<file path="config.mk">
export PLATFORM = sky130hd
export DESIGN_NAME = gamma_cycle_controller
export DESIGN_NICKNAME = d
export VERILOG_FILES = /design/src/rtl/gamma_ctrl_pkg.sv /design/src/rtl/first_arrival_capture.sv /design/src/rtl/gamma_cycle_controller.sv
export SDC_FILE = /design/constraint.sdc
export NUM_CORES = 1
export LEC_CHECK = 0
export CORE_ASPECT_RATIO = 0.7
export CORE_UTILIZATION = 40
export DETAILED_ROUTE_END_ITERATION = 7
export DONT_BUFFER_PORTS = 1
export GPL_TIMING_DRIVEN = 0
export MAX_ROUTING_LAYER = met4
export SYNTH_ARGS = -nofsm -noshare
export SYNTH_HDL_FRONTEND = slang
export SYNTH_SLANG_ARGS = --single-unit
</file>
<file path="constraint.sdc">
create_clock -name aclk -period 2.7 [get_ports aclk]
set_input_delay 0.27 -clock aclk [delete_from_list [all_inputs] [get_ports aclk]]
set_output_delay 0.27 -clock aclk [all_outputs]
set_load 0.01 [all_outputs]
</file>
<file path="src/rtl/gamma_ctrl_pkg.sv">
// Shared types and helpers for the gamma-cycle controller.
package gamma_ctrl_pkg;

  typedef enum logic [1:0] {
    IDLE,
    CLEAR,
    WINDOW,
    REPORT
  } state_t;

  // Bits needed to count 0..n-1 (at least one bit).
  function automatic int unsigned cnt_width(input int unsigned n);
    return (n <= 1) ? 1 : $clog2(n);
  endfunction

  // A lane that never fires reports the window length as its time,
  // a saturated "infinity" that no real timestamp can reach.
  function automatic int unsigned no_fire_time(input int unsigned len);
    return len;
  endfunction

endpackage

</file>
<file path="src/rtl/first_arrival_capture.sv">
// Per-lane first-rising-edge timestamp capture for one exclusive-min output.
module first_arrival_capture #(
  parameter int unsigned W = 16
) (
  input  logic         aclk,
  input  logic         grst_n,
  input  logic         clr,
  input  logic         en,
  input  logic [W-1:0] t,
  input  logic         q,
  output logic [W-1:0] cap_time,
  output logic         fired
);

  logic prev;

  // Clear loads t as the no-fire value and forces prev low so a lane that is
  // already high on the first window cycle registers as an edge at t=0.
  always_ff @(posedge aclk) begin
    if (!grst_n) begin
      prev     <= 1'b0;
      cap_time <= '0;
      fired    <= 1'b0;
    end else if (clr) begin
      prev     <= 1'b0;
      cap_time <= t;
      fired    <= 1'b0;
    end else if (en) begin
      prev <= q;
      if (q && !prev && !fired) begin
        cap_time <= t;
        fired    <= 1'b1;
      end
    end
  end

endmodule

</file>
<file path="src/rtl/gamma_cycle_controller.sv">
// Gamma-cycle sequencer for an array of exclusive-min race-logic units:
// clears the units, runs a timed window, timestamps first arrivals and
// hands the per-lane results out over a valid/ready port.
module gamma_cycle_controller
  import gamma_ctrl_pkg::*;
#(
  parameter int unsigned GAMMA_CYCLE_WIDTH = 16,
  parameter int unsigned NUM_LANES         = 4,
  parameter int unsigned RST_CYCLES        = 2
) (
  input  logic                                   aclk,
  input  logic                                   grst_n,
  input  logic                                   start,
  input  logic                                   stop,
  input  logic [GAMMA_CYCLE_WIDTH-1:0]           cfg_gamma_len,
  input  logic [NUM_LANES-1:0]                   lane_q,
  output logic                                   unit_rst,
  output logic                                   gamma_tick,
  output logic                                   busy,
  output logic [GAMMA_CYCLE_WIDTH-1:0]           gamma_count,
  output logic                                   res_valid,
  input  logic                                   res_ready,
  output logic [NUM_LANES*GAMMA_CYCLE_WIDTH-1:0] res_time,
  output logic [NUM_LANES-1:0]                   res_fired
);

  localparam int unsigned W  = GAMMA_CYCLE_WIDTH;
  localparam int unsigned CW = cnt_width(RST_CYCLES);
  localparam logic [CW-1:0] RST_LAST = CW'(RST_CYCLES - 1);

  state_t         state;
  state_t         state_next;
  logic [CW-1:0]  rst_cnt;
  logic [W-1:0]   t_cnt;
  logic [W-1:0]   t_last;
  logic [W-1:0]   len_q;
  logic [W-1:0]   lane_t;
  logic           stop_pending;
  logic           handshake;
  logic           lane_clr;
  logic           lane_en;

  assign t_last    = len_q - W'(1);
  assign handshake = (state == REPORT) && res_ready;
  assign lane_clr  = (state == CLEAR);
  assign lane_en   = (state == WINDOW);
  // Outside the window the lane time bus carries the no-fire value, which
  // the capture cells load while being cleared.
  assign lane_t    = lane_en ? t_cnt : W'(no_fire_time(32'(len_q)));

  // State register.
  always_ff @(posedge aclk) begin
    if (!grst_n) begin
      state <= IDLE;
    end else begin
      state <= state_next;
    end
  end

  // Next-state decode.
  always_comb begin
    state_next = state;
    case (state)
      IDLE:    if (start) state_next = CLEAR;
      CLEAR:   if (rst_cnt == RST_LAST) state_next = WINDOW;
      WINDOW:  if (t_cnt == t_last) state_next = REPORT;
      REPORT:  if (res_ready) state_next = stop_pending ? IDLE : CLEAR;
      default: state_next = IDLE;
    endcase
  end

  // Length latch, phase counters, stop request and completed-cycle count.
  always_ff @(posedge aclk) begin
    if (!grst_n) begin
      len_q        <= W'(1);
      rst_cnt      <= '0;
      t_cnt        <= '0;
      stop_pending <= 1'b0;
      gamma_count  <= '0;
    end else begin
      if ((state == IDLE) && start) begin
        len_q <= (cfg_gamma_len == '0) ? W'(1) : cfg_gamma_len;
      end
      rst_cnt <= (state == CLEAR)  ? rst_cnt + CW'(1) : '0;
      t_cnt   <= (state == WINDOW) ? t_cnt + W'(1)    : '0;
      if (handshake) begin
        gamma_count <= gamma_count + W'(1);
      end
      if (handshake && stop_pending) begin
        stop_pending <= 1'b0;
      end else if (stop && ((state != IDLE) || start)) begin
        stop_pending <= 1'b1;
      end
    end
  end

  // Status outputs registered from the next state so they align with it.
  always_ff @(posedge aclk) begin
    if (!grst_n) begin
      unit_rst   <= 1'b1;
      gamma_tick <= 1'b0;
      busy       <= 1'b0;
      res_valid  <= 1'b0;
    end else begin
      unit_rst   <= (state_next == IDLE) || (state_next == CLEAR);
      gamma_tick <= (state_next == WINDOW) && (state != WINDOW);
      busy       <= (state_next != IDLE);
      res_valid  <= (state_next == REPORT);
    end
  end

  for (genvar i = 0; i < NUM_LANES; i++) begin : g_lane
    first_arrival_capture #(
      .W(W)
    ) u_cap (
      .aclk     (aclk),
      .grst_n   (grst_n),
      .clr      (lane_clr),
      .en       (lane_en),
      .t        (lane_t),
      .q        (lane_q[i]),
      .cap_time (res_time[i*W +: W]),
      .fired    (res_fired[i])
    );
  end

endmodule
</file>
==> metrics, run 1 <==
filler instances 1356; vias per inst 5.41; CP Class register to register; initial drt markers 251; Hold Slack 0.0137 ns; CP max FO 10; Hold Crit Class primary input to register; Clk Latency, worst-skew pair 0.42 ns; flop-to-flop setup slack 0.08 ns; CP required 3.01 ns; Area after DPL 6060 um2; XOR/XNOR Fraction of Synth Area 6.77%; Worst Path Arrival 2.93 ns; num ports 113; max-cap viol count 0; Multi-input gate area 2990 um2; TritonCTS buffer count 17; synthesized instance count 634; largest net degree at the start of global routing 17; post-synthesis adder-cell area fraction 1.72%; leakage 3.16 nW; Post-CTS Setup Bufs 0; Clk pin slew, worst setup/hold paths 0.06 ns; full die area 15000 um2; Inst Count DP 824; PD cells 1110 nW/um2; CTS tree yes; cts repair resizes 0; Starting Density 41.4%; port bufs 0; RD Place Congestion 0.886; Worst-Margin Slew 0.947 ns; clk buf depth 2; via count 4699; drt total wl 16000 um; Worst slew margin 35.1%; crit path capture type register; Hold Path Stages 2; main combinational cell family by area after synthesis simple AND/OR/NAND/NOR gates; vias in the first global route 4674; fmax 382 MHz; DR pass1 iterations 4; post-detail-place hpwl 12000 um; RSZ-0062 raised after global routing no; Final Instance Area 6790 um2; Seq cells post-synth 128; Total Nets Final 699; TritonCTS Sinks 128; Chip Width 146 um; number of flops mapped to enable cells by yosys 0; Util after Layout 48.3%; first-pass GRT wire length 25400 um; yosys warns 0; Clk Tree Root Cell clkbuf_16; Area Growth Syn to Fin 16.7%; core area 14100 um2; register area 2560 um2; Setup Viol. Count Final 0; compound-cell area share of the yosys netlist 19.1%; status finished clean; FP Rows 36; Final Max Slew Viols 0; R2R Path End g_lane[0].u_cap.cap_time[6]$_SDFFE_PN0P_; top_reg_cell synth dfxtp_1; post-synthesis simple-gate area fraction 19.9%; final setup TNS 0 ns; Worst Reg-to-Reg Cells 6; Netlist cell types 52; n_diodes 0; final non-filler cell total 868; Total GRT Usage 23.1%; Critical Path Sink g_lane[0].u_cap.cap_time[6]$_SDFFE_PN0P_; Die Y 103 um; post-route DRC violation count 0; R2R Path Start state[0]$_SDFF_PN0_; post-layout minimum cycle time 2.62 ns; H-tree levels 4; GRT overflow 0; syn nets 667; share of flip-flops with an asynchronous set or reset 0%; number of nets still failing antenna checks after routing 0; VDD IR max 571 uV; CP startpoint state[0]$_SDFF_PN0_; mux cell area share after synthesis 3.80%; share of layout cells above drive strength 1 7.37%; Total Power 7.51 mW; Synth Cell Area 5820 um2; Final Skew 0.00749 ns; Setup WS pre-CTS 0.235 ns; sequential area share after synthesis 44.0%; initial antenna violation count 0; Final Hold Fails 0; ratio of final minimum period to clock period 97.0%; Final WS setup 0.0812 ns; wire per inst 18.5 um; Worst setup SP type register; hold buffers post-CTS 13; Mean Syn Cell Area 9.18 um2
-- where the power goes --
part           internal, mW  switching [mW]  leakage (nW)
sequential             2.40           0.624          1.04
clock                  1.48           0.857         0.290
combinational         0.869            1.28          1.83
-- cell usage in the layout, fill, tap and decap left out, types with 7 or more instances in the layout --
| cell type | count |
|---|---|
| ha_1 | 8 |
| nor3_1 | 7 |
| xor2_1 | 18 |
| nand4_1 | 10 |
| and3_1 | 7 |
| clkbuf_16 | 17 |
| dfxtp_1 | 128 |
| nor2_1 | 31 |
| nand3_1 | 9 |
| a21boi_0 | 20 |
| mux2i_1 | 21 |
| a31oi_1 | 7 |
| inv_1 | 14 |
| a21oi_1 | 8 |
| clkbuf_1 | 35 |
| nand2_1 | 119 |
| o21ai_0 | 13 |
| xnor2_1 | 27 |
| o211a_1 | 64 |
| and2_1 | 18 |
| dlygate4sd3_1 | 13 |
-- how the worst min path moves through the flow --
stage	start	endpoint	slack [ns]
final	cfg_gamma_len[1]	len_q[1]$_SDFFE_PN0P_	0.01
after global routing	cfg_gamma_len[4]	len_q[4]$_SDFFE_PN0P_	0.01
after CTS	cfg_gamma_len[4]	len_q[4]$_SDFFE_PN0P_	0.003
after detailed placement	cfg_gamma_len[7]	len_q[7]$_SDFFE_PN0P_	0.43
after global placement	cfg_gamma_len[9]	len_q[9]$_SDFFE_PN0P_	0.42
after floorplan	grst_n	unit_rst$_SDFF_PN1_	0.41
-- Yosys cell counts, types with 2 or more instances --
cell type,number,area (um2)
a31oi_1,7,43.8
xor2_1,18,158
and2_1,18,113
nor4_1,6,37.5
o21a_1,5,37.5
nor2b_1,5,31.3
buf_4,5,37.5
nor2_1,31,116
o21ai_0,13,65.1
or3_1,6,37.5
o211a_1,64,641
nand3_1,9,45.0
a41oi_1,2,17.5
a21oi_1,8,40.0
buf_1,6,22.5
buf_6,2,22.5
a311oi_1,2,17.5
nor3_4,2,32.5
nand4_1,10,62.6
mux2i_1,21,210
dfxtp_1,128,2560
xnor2_1,27,236
ha_1,8,100
nand2_1,119,447
o31a_1,2,17.5
and4_1,2,17.5
nor3_1,7,35.0
buf_2,2,10.0
nand2b_1,5,31.3
inv_1,14,52.6
a21boi_0,20,150
and3_1,7,43.8
clkbuf_1,34,128
-- layout make-up --
class | count | share of cell area, %
inverters | 14 | 0.774
clock inverters | 12 | 2.34
well taps | 190 | 3.50
plain buffers | 49 | 3.24
clock buffers | 19 | 6.52
flip-flops and latches | 128 | 37.7
multi-input cells | 443 | 44.0
repair buffers | 13 | 1.92
-- critical path, stage by stage, from the launching register on --
cell and delay, ns:
dfxtp_1 0.34, inv_1 0.18, ha_1 0.23, clkbuf_1 0.61, mux2i_1 0.87, nand2_1 0.13, o211a_1 0.16
-- cells by family after synthesis --
logic type | Yosys count
and+or+nand+nor | 236
AOI/OAI and AO/OA | 132
DFF | 128
buffers and inverters | 63
xor gates and xnor gates | 45
muxes | 22
adders and majority gates | 8
-- routing by layer --
layer  vias up  GRT usage [%]  part of all wire (%)
li1       2272              -                     -
met1      2281           28.6                    45
met2       124           34.1                    44
met3        22           9.38                   9.8
met4         0           7.93                   1.3
met5         -              -                     0
-- state kept, by name (all words and copies together) (netlist names), 2 cells and up --
signal                 cells
g_lane.u_cap.cap_time     64
gamma_count               16
len_q                     16
t_cnt                     16
g_lane.u_cap.fired         4
g_lane.u_cap.prev          4
state                      2
Note: power is estimated with default switching activity, not from simulation.
==> run 2: changes to the inputs <==
Settings changed: CORE_ASPECT_RATIO 0.7 to 1.5, SETUP_SLACK_MARGIN set to 0.1.
==> metrics, run 2 (same netlist as run 1, synthesis figures left out) <==
CTS tree yes; Psw 2.72 mW; Multi-input gate area 2990 um2; clk buf depth 2; commonest non-fill, non-tap cells in the layout dfxtp_1, nand2_1, o211a_1; leakage 3.10 nW; Total Nets Final 686; Util after Layout 47.2%; fmax 415 MHz; largest net degree at the start of global routing 17; Hold Slack 0.00784 ns; crit path capture type register; Area after DPL 6060 um2; Final Max Slew Viols 0; Switching Share 36.7%; Post-CTS Setup Bufs 0; hold buffers post-CTS 0; TritonCTS Sinks 128; RD Place Congestion 0.901; CP required 3.00 ns; max reg flops 64; VDD IR max 496 uV; Worst Path Arrival 2.71 ns; Worst setup SP type register; Final Skew 0.00817 ns; Flop pwr share 40.8%; initial antenna violation count 0; vias in the first global route 4770; num ports 113; Setup WS pre-CTS 0.294 ns; Clk pwr share 31.3%; Total Power 7.41 mW; Die Y 150 um; Area Growth Syn to Fin 14.4%; Inst Count DP 826; cts repair resizes 0; ratio of final minimum period to clock period 89.3%; Clk pin slew, worst setup/hold paths 0.06 ns; GRT overflow 0; final setup TNS 0 ns; share of layout cells above drive strength 1 7.66%; initial drt markers 177; Comb power frac 27.9%; n_diodes 0; Hold Crit Class primary input to register; H-tree levels 4; final non-filler cell total 858; max-cap viol count 0; Worst slew margin 45.4%; via count 4646; filler instances 1366; post-layout minimum cycle time 2.41 ns; RSZ-0062 raised after global routing no; FP Rows 53; post-route DRC violation count 0; wire per inst 18.1 um; CP max FO 10; Total GRT Usage 22.1%; status finished clean; Clk Tree Root Cell clkbuf_16; Clk Latency, worst-skew pair 0.41 ns; Setup Viol. Count Final 0; post-detail-place hpwl 11800 um; Final WS setup 0.290 ns; Final Hold Fails 0; flop-to-flop setup slack 0.29 ns; CP Class register to register; number of nets still failing antenna checks after routing 0; first-pass GRT wire length 24600 um; largest reg by FF count g_lane.u_cap.cap_time; PD cells 1110 nW/um2; most common cell after layout, fill and taps aside dfxtp_1; TritonCTS buffer count 17; P_int 4.69 mW; Starting Density 41.2%; vias per inst 5.41; port bufs 0; Chip Width 101 um; drt total wl 15600 um; DR pass1 iterations 4; core area 14100 um2; Worst-Margin Slew 0.796 ns; Final Instance Area 6660 um2; full die area 15100 um2; register area 2560 um2
[run 2: power groups by stage]
stage,logic (mW),registers [mW],clock network [mW]
after floorplan,1.62,2.90,0
after global placement,2.02,3.06,0
after detailed placement,2.08,3.07,0
after CTS,2.09,3.03,2.34
after global routing,2.31,3.08,2.43
final,2.07,3.02,2.32
[run 2: worst paths after layout]
check	startpoint	end	cells after the start
worst min-delay path	cfg_gamma_len[15]	len_q[15]$_SDFFE_PN0P_	2
worst max register to register	state[0]$_SDFF_PN0_	g_lane[0].u_cap.cap_time[6]$_SDFFE_PN0P_	6
worst max-delay path	state[0]$_SDFF_PN0_	g_lane[0].u_cap.cap_time[6]$_SDFFE_PN0P_	6
worst min register to register	g_lane[3].u_cap.fired$_SDFFE_PP0P_	g_lane[3].u_cap.fired$_SDFFE_PP0P_	2
[run 2: area by class of cell]
class | instances | share of cell area (%)
clock buffers | 21 | 7.06
plain buffers | 49 | 3.31
flip-flops and latches | 128 | 38.5
clock inverters | 11 | 1.95
well taps | 192 | 3.61
multi-input cells | 443 | 44.8
inverters | 14 | 0.789
[run 2: layer usage]
metal	wire length, um	global-route usage (%)	up-vias
li1	-	-	2238
met1	5990	23.1	2238
met2	7900	38.9	143
met3	1110	5.09	27
met4	571	10.1	0
met5	0	-	-
[run 2: worst max-delay path: stages (launching register included)]
cell,delay (ns)
dfxtp_1,0.34
inv_1,0.16
ha_1,0.22
clkbuf_1,0.54
mux2i_1,0.75
nand2_1,0.13
o211a_1,0.16
